[config.mk]
export PLATFORM = sky130hd
export DESIGN_NAME = stream_compare
export DESIGN_NICKNAME = d
export VERILOG_FILES = /design/src/rtl/stream_compare.sv
export SDC_FILE = /design/constraint.sdc
export NUM_CORES = 1
export LEC_CHECK = 0
export ABC_AREA = 1
export BUFFER_PORTS_ARGS = -buffer_cell sky130_fd_sc_hd__buf_2
export CORE_MARGIN = 8
export CORE_UTILIZATION = 49
export DETAILED_ROUTE_END_ITERATION = 10
export PLACE_DENSITY_LB_ADDON = 0.25
export SLEW_MARGIN = 40
export SYNTH_ARGS = -nofsm -noshare
export SYNTH_HDL_FRONTEND = slang
export SYNTH_SLANG_ARGS = --single-unit
[constraint.sdc]
create_clock -name clk -period 2.3 [get_ports clk]
set_input_delay 0.46 -clock clk [delete_from_list [all_inputs] [get_ports clk]]
set_output_delay 0.46 -clock clk [all_outputs]
set_load 0.01 [all_outputs]
[src/rtl/stream_compare.sv]
// stream_compare: registered six-flag signed/unsigned comparator on a valid/ready stream with saturating pair/equal counters.
// Define STREAM_COMPARE_MINMAX_EN to add registered min_out/max_out ports.
module stream_compare #(
  parameter int WIDTH = 8,
  parameter int CNT_WIDTH = 8
) (
  input  logic                 clk,
  input  logic                 reset,
  input  logic                 in_valid,
  output logic                 in_ready,
  input  logic [WIDTH-1:0]     a,
  input  logic [WIDTH-1:0]     b,
  input  logic                 signed_mode,
  output logic                 out_valid,
  input  logic                 out_ready,
  output logic [5:0]           y,
  input  logic                 clear_count,
  output logic [CNT_WIDTH-1:0] pair_count,
  output logic [CNT_WIDTH-1:0] eq_count
`ifdef STREAM_COMPARE_MINMAX_EN
  ,
  output logic [WIDTH-1:0]     min_out,
  output logic [WIDTH-1:0]     max_out
`endif
);
  logic [WIDTH-1:0] flip, ax, bx;
  logic eq, gt, lt, acc;
  // Flipping the sign bit maps two's-complement order onto unsigned order
  always_comb begin
    flip = '0;
    flip[WIDTH-1] = signed_mode;
    ax = a ^ flip;
    bx = b ^ flip;
    eq = a == b;
    gt = ax > bx;
    lt = ax < bx;
  end
  assign in_ready = !out_valid || out_ready;
  assign acc = in_valid && in_ready;
  always_ff @(posedge clk) begin
    if (reset) begin
      out_valid <= 1'b0;
      y <= '0;
    end else if (acc) begin
      out_valid <= 1'b1;
      y <= {eq, !eq, gt, lt, gt | eq, lt | eq};
    end else if (out_ready) begin
      out_valid <= 1'b0;
    end
  end
  always_ff @(posedge clk) begin
    if (reset || clear_count) begin
      pair_count <= '0;
      eq_count <= '0;
    end else if (acc) begin
      pair_count <= pair_count + CNT_WIDTH'(pair_count != '1);
      eq_count <= eq_count + CNT_WIDTH'(eq && eq_count != '1);
    end
  end
`ifdef STREAM_COMPARE_MINMAX_EN
  always_ff @(posedge clk) begin
    if (reset) begin
      min_out <= '0;
      max_out <= '0;
    end else if (acc) begin
      min_out <= lt ? a : b;
      max_out <= gt ? a : b;
    end
  end
`endif
endmodule

* Word-level counts from Yosys, hierarchy flattened
Cells that the tools add are included.
** Word-level totals
- Logic and storage cells :: 24
- Output and inout bits :: 24
- Flip-flop bits (word level) :: 23
- Input port bits :: 22
** Operators by class
- Add/subtract/negate cells :: 2
- Bitwise operators :: 4
- Multiplexer cells :: 2
- Equal/unequal tests :: 3
- Magnitude comparators :: 2
- Reductions and logical operators :: 7
** Operators by type and width (count)
- adder 8 x 1 -> 8 bit :: 2
- inequality test 8 bit, second input constant :: 2
- bitwise XOR 8 bit :: 2
- == test 8 bit :: 1
- greater-than comparator 8 bit :: 1
- < comparator 8 bit :: 1
- logical AND 1 bit :: 2
- zero test 1 bit :: 2
- logical OR 1 bit :: 2
- 2-to-1 mux 1 bit :: 2
- bitwise OR 1 bit :: 2
- nonzero test 2 bit :: 1

* Longest topological paths before layout
Gate-level depths: netlist of run 1.
- Word-level depth :: 4
- Mapped depth :: 12
- Mapped depth without buffers :: 12

* Worst setup path after synthesis of run 1
OpenSTA, ideal clock, no wires.
- Kind :: input to register
- Start point :: input port b[3]
- End point :: register eq_count[7]
- Cell stages on the path :: 12
- Path slack :: 0.290 ns
- Buffers on the path :: 0
- Arrival :: 1.897 ns
- Setup time :: 0.113 ns
- Required time :: 2.187 ns
- Cell sequence :: inv_1 ha_1 nand2_1 nor2_1 nand4_1 a21oi_1 ha_1 nand4_2 nor3_2 nand2_1 nand2_1 nor2_1
** Between the ends
- Word-level cells in the longest chain between the ends :: 3
** Ends and longest elaborated chain
- from (decl) :: RTL line 12 : input logic [WIDTH-1:0] b,
- == test 8 bit :: RTL line 34 : eq = a == b;
- logical AND 1 bit :: RTL line 57 : eq_count <= eq_count + CNT_WIDTH'(eq && eq_count != '1);
- adder 8 x 1 -> 8 bit :: RTL line 57
- to (signal assigned) :: RTL line 57
- to (decl) :: RTL line 19 : output logic [CNT_WIDTH-1:0] eq_count
Every way passes these cells.
A chain may end at the register's enable or synchronous reset.

* Final worst setup path of run 1
Same ends and word-level chain as after synthesis.

==> results of run 1 <==
==> through the flow <==
step | setup slack (ns) | total power (µW) | instances | util [%]
3_3_place_gp | 0.166 | 549 | 260 | 59.0
3_5_place_dp | 0.0886 | 551 | 260 | 59.0
6_report | 0.435 | 725 | 264 | 60.0
4_1_cts | 0.424 | 740 | 264 | 60.0
2_1_floorplan | 0.290 | 508 | 185 | -
5_1_grt | 0.225 | 773 | 264 | 60.0
==> cell usage in the layout, fill, tap and decap left out, types with 2 or more instances in the layout <==
master / netlist / layout
buf_2: 0 / 45
nand2_1: 34 / 34
nor2_1: 31 / 31
inv_1: 26 / 26
dfxtp_1: 23 / 23
ha_1: 11 / 11
a21oi_1: 10 / 10
nor3_1: 7 / 7
o21ai_0: 6 / 6
nand3_1: 5 / 5
inv_2: 4 / 4
nand2_2: 4 / 4
nor2_2: 4 / 4
clkbuf_4: 0 / 3
nor3b_1: 2 / 2
nor3_2: 2 / 2
xnor2_1: 2 / 2
o21ai_1: 2 / 2
a21oi_2: 2 / 2
==> path summary, 6_finish.rpt <==
check / cells after the start / end / slack, ns
max: 13 / eq_count[7]$_SDFFE_PP0P_ / 0.44
min: 2 / y[0]$_SDFFE_PP0P_ / 0.40
max reg2reg: 11 / eq_count[7]$_SDFFE_PP0P_ / 0.57
min reg2reg: 2 / y[2]$_SDFFE_PP0P_ / 0.49
==> synthesized netlist by cell type, drive strengths merged <==
master / instances / area, µm²
inv: 30 / 113
or2: 1 / 6.26
xnor2: 2 / 17.5
ha: 11 / 138
nand2: 39 / 164
nor2: 35 / 141
a21oi: 12 / 67.6
nor3b: 2 / 15.0
nand4: 2 / 18.8
nor3: 10 / 71.3
dfxtp: 23 / 460
a31oi: 1 / 6.26
a21o: 1 / 7.51
o21ai: 8 / 40.0
o21a: 1 / 7.51
nand3: 5 / 25.0
buf: 2 / 22.5
==> flip-flops by register name, summed over array words and instances (netlist names) <==
register and cells:
eq_count 8, out_valid 1, pair_count 8, y 6
==> cells by family (layout without fill, tap and decap cells) <==
logic type,after synthesis,count (layout),share of synthesized area (%)
buffers and inverters,32,80,10.2
AND/OR/NAND/NOR,94,94,33.4
flip-flops,23,23,34.8
XOR/XNOR,2,2,1.33
AO/OA/AOI/OAI,23,23,9.76
adder cells (fa/ha/maj),11,11,10.4
==> routing by layer <==
layer	vias up	GRT usage, %
met1	533	15.4
met5	-	0
met3	2	4.58
li1	676	-
met4	0	2.30
met2	24	22.7
==> power by group through the flow <==
stage | logic (µW) | clock network (µW) | registers, µW
floorplan | 76.1 | 0 | 431
global placement | 123 | 0 | 426
detailed placement | 124 | 0 | 426
CTS | 125 | 197 | 417
global route | 141 | 213 | 419
finish | 122 | 186 | 417
==> layout make-up <==
| class | count | area [µm²] | share of cell area (%) |
|---|---|---|---|
| Tap cell | 31 | 38.8 | 2.43 |
| Timing Repair Buffer | 46 | 233 | 14.6 |
| Clock buffer | 4 | 26.3 | 1.65 |
| Multi-Input combinational cell | 130 | 726 | 45.5 |
| Inverter | 30 | 113 | 7.05 |
| Sequential cell | 23 | 460 | 28.8 |
==> impl_metrics.yaml, run 1 <==
cts:
  cts_hold_buf: 0
  root_buffer: "clkbuf_4"
  h-tree-depth: 1
  cts_setup_buffers: 0
  clkSinkCount: 23
  cts.clk_slew.worst_paths_ns: 0.12
  post_cts_resized: 0
  cts_tree: "done"
  clk_path_buf_depth: 2
  cts_made_buffers: 3
  clk_latency_ns: 0.31
global_routing:
  overflow: 0
  gr-usage-all-layers_pct: 13.1
  grt_pass1_wl_mm: 4.84
  antenna_found_initial: 0
  grt_pass1_vias: 1181
  grt_max_degree: 13
power_and_ir_drop:
  p_comb_share_pct: 16.9
  swShare_pct: 27.1
  p_leak_uw: 0.000819
  p_clk_share_pct: 25.6
  seq_power_share_pct: 57.5
  peakVddDrop_uv: 421
  p_int_uw: 529
  p_switching_uw: 196
  powerDensity_nw_per_um2: 454
critical_path:
  crit_slowest_cell: "ha_1"
  cp.arrival_ns: 2.09
  crit_chain: "buf_2 -> inv_1 -> ha_1 -> nand2_1 -> nor2_1 -> nand4_1 -> a21oi_1 -> ha_1 -> nand4_2 -> nor3_2 -> nand2_1 -> nand2_1 -> nor2_1"
  cp_top_family: "simple AND/OR/NAND/NOR gates"
  crit_buf_inv: 2
  slowest_delay_ns: 0.28
  path_max_fanout: 7
  critPathCaptureType: "flip-flop"
  r2r_start: "eq_count[3]$_SDFFE_PP0P_"
  cp_data_required_time_ns: 2.52
  crit_path_start_kind: "input pin"
  crit_path_frequent_cell: "nand2_1"
  cp-startpoint: "b[3]"
  crit_type: "in2reg"
logic_synthesis:
  synth_cell_types: 26
  syn_area_per_cell_um2: 7.14
  synth-seq-cells: 23
  syn-num-nets: 218
  yosysWarnings: 0
  yosysSeqAreaShare_pct: 34.8
  synthesis.area_um2: 1320
  syn-instance-count: 185
drt:
  drt_iter0_drc: 63
  route.vias.total: 1235
  vias_per_cell: 4.68
  met1_length_mm: 1.25
  dr_wl_met2_mm: 1.28
  met3WireLength_um: 191
  ant_nets: 0
  drtPass1Iterations: 4
  drcViolationCount: 0
  top_layer: "met4"
  wirelength_mm: 2.73
  wl_per_cell_um: 10.4
sta:
  whs_ns: 0.397
  finalCritPeriodShare_pct: 81.1
  worstMarginPinSlew_ns: 0.351
  max_freq_mhz: 536
  slew_viol_final: 0
  relSlewSlack_pct: 76.6
  skew_ns: 0.00337
  rsz0062_at_grt: "false"
  min_period_ns: 1.86
  setup_viol: 0
  final.setup.tns_ns: 0
  finalHoldViolCount: 0
run_status:
  outcome: "finished, final reports clean"
floorplanning:
  die_x_um: 67.9
  rows: 19
  start_util_pct: 49.6
  die-area_um2: 4610
  core_area_um2: 2660
  fp.dieH_um: 67.9
  pin_count: 46
placed_design:
  place_hpwl_mm: 2.22
  io_buffers: 45
  gp_congestion: 0.763
  dpl_cell_area_um2: 1570
finish:
  design_area_um2: 1600
  drive_above_1_share_pct: 29.2
  fillers: 278
  num-nets-final: 267
  syn_to_final_growth_pct: 20.8
  n_antenna_cell: 0
hold_path:
  hold_start: "reset"
  hold_class: "in2reg"
flow_run:
  maxCapViolCount: 0
No activity file was read; power rests on OpenSTA's default activity.
==> inputs of run 2 (changes only) <==
- CORE_UTILIZATION: 49 -> 44
- clock period: 2.3 -> 1.5 ns (I/O delays scaled with it)
==> impl_metrics.yaml, run 2 (synthesized netlist as in run 1, its figures left out) <==
critical_path:
  cp_top_family: "adder cells"
  cp.arrival_ns: 1.81
  slowest_delay_ns: 0.26
  crit_buf_inv: 2
  critPathCaptureType: "flip-flop"
  cp_data_required_time_ns: 1.71
  worstRegToRegCells: 11
  crit_chain: "buf_2 -> ha_4 -> nand2_1 -> nor2_2 -> nand4_1 -> a21oi_2 -> ha_2 -> nand4_4 -> buf_6 -> o21ai_2 -> a21oi_1"
  r2r_slack_ns: -0.07
  r2r_start: "eq_count[3]$_SDFFE_PP0P_"
  r2r-end: "eq_count[5]$_SDFFE_PP0P_"
  crit_path_start_kind: "input pin"
  path_max_fanout: 6
  crit_type: "in2reg"
  crit_slowest_cell: "ha_4"
floorplanning:
  die-area_um2: 5010
  core_area_um2: 2950
  fp.dieH_um: 70.8
  die_x_um: 70.8
  start_util_pct: 44.7
  pin_count: 46
  rows: 20
drt:
  met3WireLength_um: 164
  dr_wl_met2_mm: 1.99
  met1_length_mm: 1.78
  route.vias.total: 1460
  ant_nets: 0
  top_layer: "met4"
  wl_per_cell_um: 13.4
  drcViolationCount: 0
  drtPass1Iterations: 4
  drt_iter0_drc: 59
  vias_per_cell: 4.90
  wirelength_mm: 4.00
finish:
  syn_to_final_growth_pct: 66.0
  stdcell_count: 298
  num-nets-final: 299
  drive_above_1_share_pct: 57.7
  top_regs: "eq_count: 8 flops, pair_count: 8 flops, y: 6 flops"
  mostFrequentLayoutCells: "39 x buf_2, 32 x buf_4, 27 x nand2_1"
  fillers: 211
  final_common_cell: "buf_2"
  n_antenna_cell: 0
  design_area_um2: 2190
placed_design:
  placedCellCount: 287
  dpl_cell_area_um2: 1880
  place_ws_ns: -0.620
  place_hpwl_mm: 2.75
  gp_congestion: 0.800
  io_buffers: 45
global_routing:
  grt_pass1_wl_mm: 6.31
  overflow: 0
  gr-usage-all-layers_pct: 15.2
  antenna_found_initial: 0
  grt_max_degree: 14
  grt_pass1_vias: 1419
hold_path:
  hold_start: "reset"
  holdPathEnd: "y[2]$_SDFFE_PP0P_"
  min_path_cells: 2
  hold_class: "in2reg"
sta:
  relSlewSlack_pct: 79.2
  worstMarginPinSlew_ns: 0.311
  final.setup.tns_ns: -0.580
  skew_ns: 0.00792
  finalHoldViolCount: 0
  max_freq_mhz: 626
  slew_viol_final: 0
  finalCritPeriodShare_pct: 107
  min_period_ns: 1.60
  rsz0062_at_grt: "true"
  layout_setup_ws_ns: -0.0981
  setup_viol: 11
cts:
  clkSinkCount: 23
  h-tree-depth: 1
  clk_path_buf_depth: 2
  cts.clk_slew.worst_paths_ns: 0.13
  cts_made_buffers: 3
  clk_latency_ns: 0.31
  root_buffer: "clkbuf_4"
  cts_tree: "done"
flow_run:
  maxCapViolCount: 0
power_and_ir_drop:
  p_leak_uw: 0.00105
  powerDensity_nw_per_um2: 563
  peakVddDrop_uv: 562
run_status:
  violations: "negative setup slack"
  outcome: "finished, violations left"
run 2: per-stage QoR:
step	hold slack [ns]	utilization, %	power (µW)
2_1_floorplan	0.362	-	793
3_3_place_gp	0.466	63.6	890
3_5_place_dp	0.476	63.6	897
4_1_cts	0.228	70.0	1220
5_1_grt	0.253	74.3	1310
6_report	0.257	74.3	1230
run 2: metal layers:
layer	track usage, %	vias to the layer above
met5	0	-
met4	4.16	0
met3	3.53	8
met2	26.9	42
met1	17.7	662
li1	-	748
run 2: cell type report:
type                       instances  area, µm²  share of cell area (%)
timing repair buffer              78        526                    24.0
inverter                          30        138                    6.27
tap                               33       41.3                    1.88
sequential                        23        468                    21.3
clock inverter                     1       5.00                   0.228
multi-input combinational        130        993                    45.3
clock buffer                       3       22.5                    1.03
run 2: worst max-delay path by stage:
stage | start | to | cells after the start
5_1_grt | a[1] | eq_count[7]$_SDFFE_PP0P_ | 12
6_report | a[1] | eq_count[2]$_SDFFE_PP0P_ | 11
4_1_cts | b[3] | eq_count[7]$_SDFFE_PP0P_ | 13
2_1_floorplan | b[1] | eq_count[7]$_SDFFE_PP0P_ | 12
3_5_place_dp | b[1] | eq_count[7]$_SDFFE_PP0P_ | 13
3_3_place_gp | b[1] | eq_count[7]$_SDFFE_PP0P_ | 13
run 2: worst reg2reg max path: stages (launching register included):
cell,delay (ns)
dfxtp_1,0.35
nand2_1,0.08
nor2_2,0.12
nand2_1,0.09
nor3_2,0.14
a21oi_2,0.09
ha_1,0.19
inv_2,0.07
nor3_4,0.05
buf_4,0.13
a21oi_1,0.11
nor2_1,0.05
run 2: timing repair:
| action | in CTS | in global routing |
|---|---|---|
| hold buffers | 0 | 0 |
| endpoints found under the setup margin | 14 | 20 |
| setup buffers | 9 | 2 |
| gates resized for setup | 28 | 36 |
| endpoints found under the hold margin | 0 | 0 |
| pin swaps | 13 | 21 |
run 2: power by group:
group | switching (µW) | internal [µW]
registers | 13.7 | 627
logic | 159 | 147
clock network | 188 | 99.4
total | 361 | 873
==> inputs of run 3 (changes only) <==
- CELL_PAD_IN_SITES_DETAIL_PLACEMENT: not set -> 0
- CELL_PAD_IN_SITES_GLOBAL_PLACEMENT: not set -> 2
- CORE_UTILIZATION: 44 -> 23
- GPL_ROUTABILITY_DRIVEN: not set -> 0
==> impl_metrics.yaml, run 3 (synthesized netlist as in run 1, its figures left out) <==
power_and_ir_drop:
  p_int_uw: 964
  p_comb_share_pct: 23.6
  swShare_pct: 27.8
  seq_power_share_pct: 47.5
  p_leak_uw: 0.00108
  p_switching_uw: 372
  p_clk_share_pct: 29.0
  powerDensity_nw_per_um2: 588
  peakVddDrop_uv: 469
hold_path:
  hold_start: "reset"
  hold_class: "in2reg"
drt:
  wirelength_mm: 3.83
  drcViolationCount: 0
  route.vias.total: 1374
  vias_per_cell: 4.02
  drt_iter0_drc: 26
  ant_nets: 0
  wl_per_cell_um: 11.2
  drtPass1Iterations: 4
global_routing:
  grt_pass1_wl_mm: 6.51
  grt_max_degree: 14
  antenna_found_initial: 0
  overflow: 0
  grt_pass1_vias: 1396
  gr-usage-all-layers_pct: 9.22
critical_path:
  crit_type: "in2reg"
  r2r_slack_ns: -0.03
  cp.arrival_ns: 1.82
  r2r_start: "eq_count[3]$_SDFFE_PP0P_"
  critPathCaptureType: "flip-flop"
  crit_path_start_kind: "input pin"
  cp_data_required_time_ns: 1.66
  path_max_fanout: 6
  cp-startpoint: "b[3]"
placed_design:
  io_buffers: 45
  place_ws_ns: -0.580
  dpl_cell_area_um2: 1960
  place_hpwl_mm: 2.98
cts:
  clkSinkCount: 23
  h-tree-depth: 1
  clk_latency_ns: 0.26
  cts_tree: "done"
  clk_path_buf_depth: 2
  root_buffer: "clkbuf_8"
  cts.clk_slew.worst_paths_ns: 0.09
  cts_hold_buf: 0
  cts_made_buffers: 3
sta:
  min_period_ns: 1.66
  rsz0062_at_grt: "true"
  finalHoldViolCount: 0
  whs_ns: 0.285
  setup_viol: 6
  skew_ns: 0.00839
  max_freq_mhz: 603
  worstMarginPinSlew_ns: 0.224
  relSlewSlack_pct: 85.0
  layout_setup_ws_ns: -0.159
  finalCritPeriodShare_pct: 111
  slew_viol_final: 0
run_status:
  violations: "negative setup slack"
  outcome: "finished, violations left"
finish:
  top_regs: "eq_count: 8 flops, pair_count: 8 flops, y: 6 flops"
  seq_area_um2: 465
  syn_to_final_growth_pct: 72.0
  n_antenna_cell: 0
  multi_input_area_um2: 976
  num-nets-final: 304
  fillers: 590
  final_common_cell: "buf_2"
  design_area_um2: 2270
  mostFrequentLayoutCells: "39 x buf_2, 37 x buf_4, 27 x nand2_1"
  drive_above_1_share_pct: 54.4
floorplanning:
  pin_count: 46
  fp.dieH_um: 91.8
  die-area_um2: 8430
  rows: 27
  start_util_pct: 23.8
  core_area_um2: 5540
  die_x_um: 91.8
flow_run:
  maxCapViolCount: 0
run 3: cell types whose count changed in the layout (fill, tap and decap cells not counted), moves of 3 or more:
| cell | previous run | this run |
|---|---|---|
| buf_4 | 32 | 37 |
| clkbuf_4 | 3 | 0 |
| clkbuf_8 | 0 | 3 |
| inv_1 | 15 | 19 |
| inv_2 | 10 | 7 |
| o21ai_0 | 2 | 5 |
run 3: final cells by class:
cell class	instances	share of cell area, %
Multi-Input combinational cell	130	43.0
Tap cell	72	3.96
Timing Repair Buffer	83	24.6
Clock inverter	1	0.220
Sequential cell	23	20.5
Inverter	30	5.95
Clock buffer	3	1.82
run 3: power by group through the flow:
| stage | Sequential [µW] | Combinational [µW] | Clock, µW |
|---|---|---|---|
| after floorplan | 660 | 134 | 0 |
| after global placement | 649 | 259 | 0 |
| after detailed placement | 649 | 260 | 0 |
| after CTS | 635 | 298 | 415 |
| after global routing | 638 | 353 | 444 |
| final | 634 | 315 | 387 |
run 3: repair_timing:
item	in CTS	in global routing
pin swaps	19	13
setup buffers	6	3
gates cloned	0	0
gates resized for setup	22	28
endpoints found under the setup margin	14	19
run 3: path summary, 6_finish.rpt:
path,end,cells after the start
setup / recovery,eq_count[7]$_SDFFE_PP0P_,13
hold reg to reg,y[2]$_SDFFE_PP0P_,2
setup reg to reg,eq_count[7]$_SDFFE_PP0P_,11
hold / removal,y[2]$_SDFFE_PP0P_,2
run 3: per-stage QoR:
| step | cells | utilization [%] | TNS, ns | total power [µW] |
|---|---|---|---|---|
| after global routing | 342 | 41.0 | -1.85 | 1440 |
| after detailed placement | 331 | 35.4 | -4.52 | 909 |
| after global placement | 331 | 35.4 | -4.20 | 908 |
| final | 342 | 41.0 | -0.667 | 1340 |
| after floorplan | 185 | - | -1.22 | 793 |
| after CTS | 341 | 38.8 | -0.675 | 1350 |
run 3: critical path, cell delays in order:
cell     delay (ns)
buf_8          0.08
inv_6          0.03
ha_4           0.27
nand2_4        0.05
nor2_4         0.10
nand4_1        0.14
a21oi_2        0.17
ha_2           0.21
nand4_4        0.13
nor3_4         0.18
nand2_1        0.07
nand2_1        0.06
nor2_1         0.03
run 3: metal layers:
layer	vias to the layer above	track usage (%)	wire length, µm
met3	2	3.34	236
met4	0	1.21	12
met2	23	13.8	1690
met5	-	0	0
li1	757	-	-
met1	592	12.6	1890
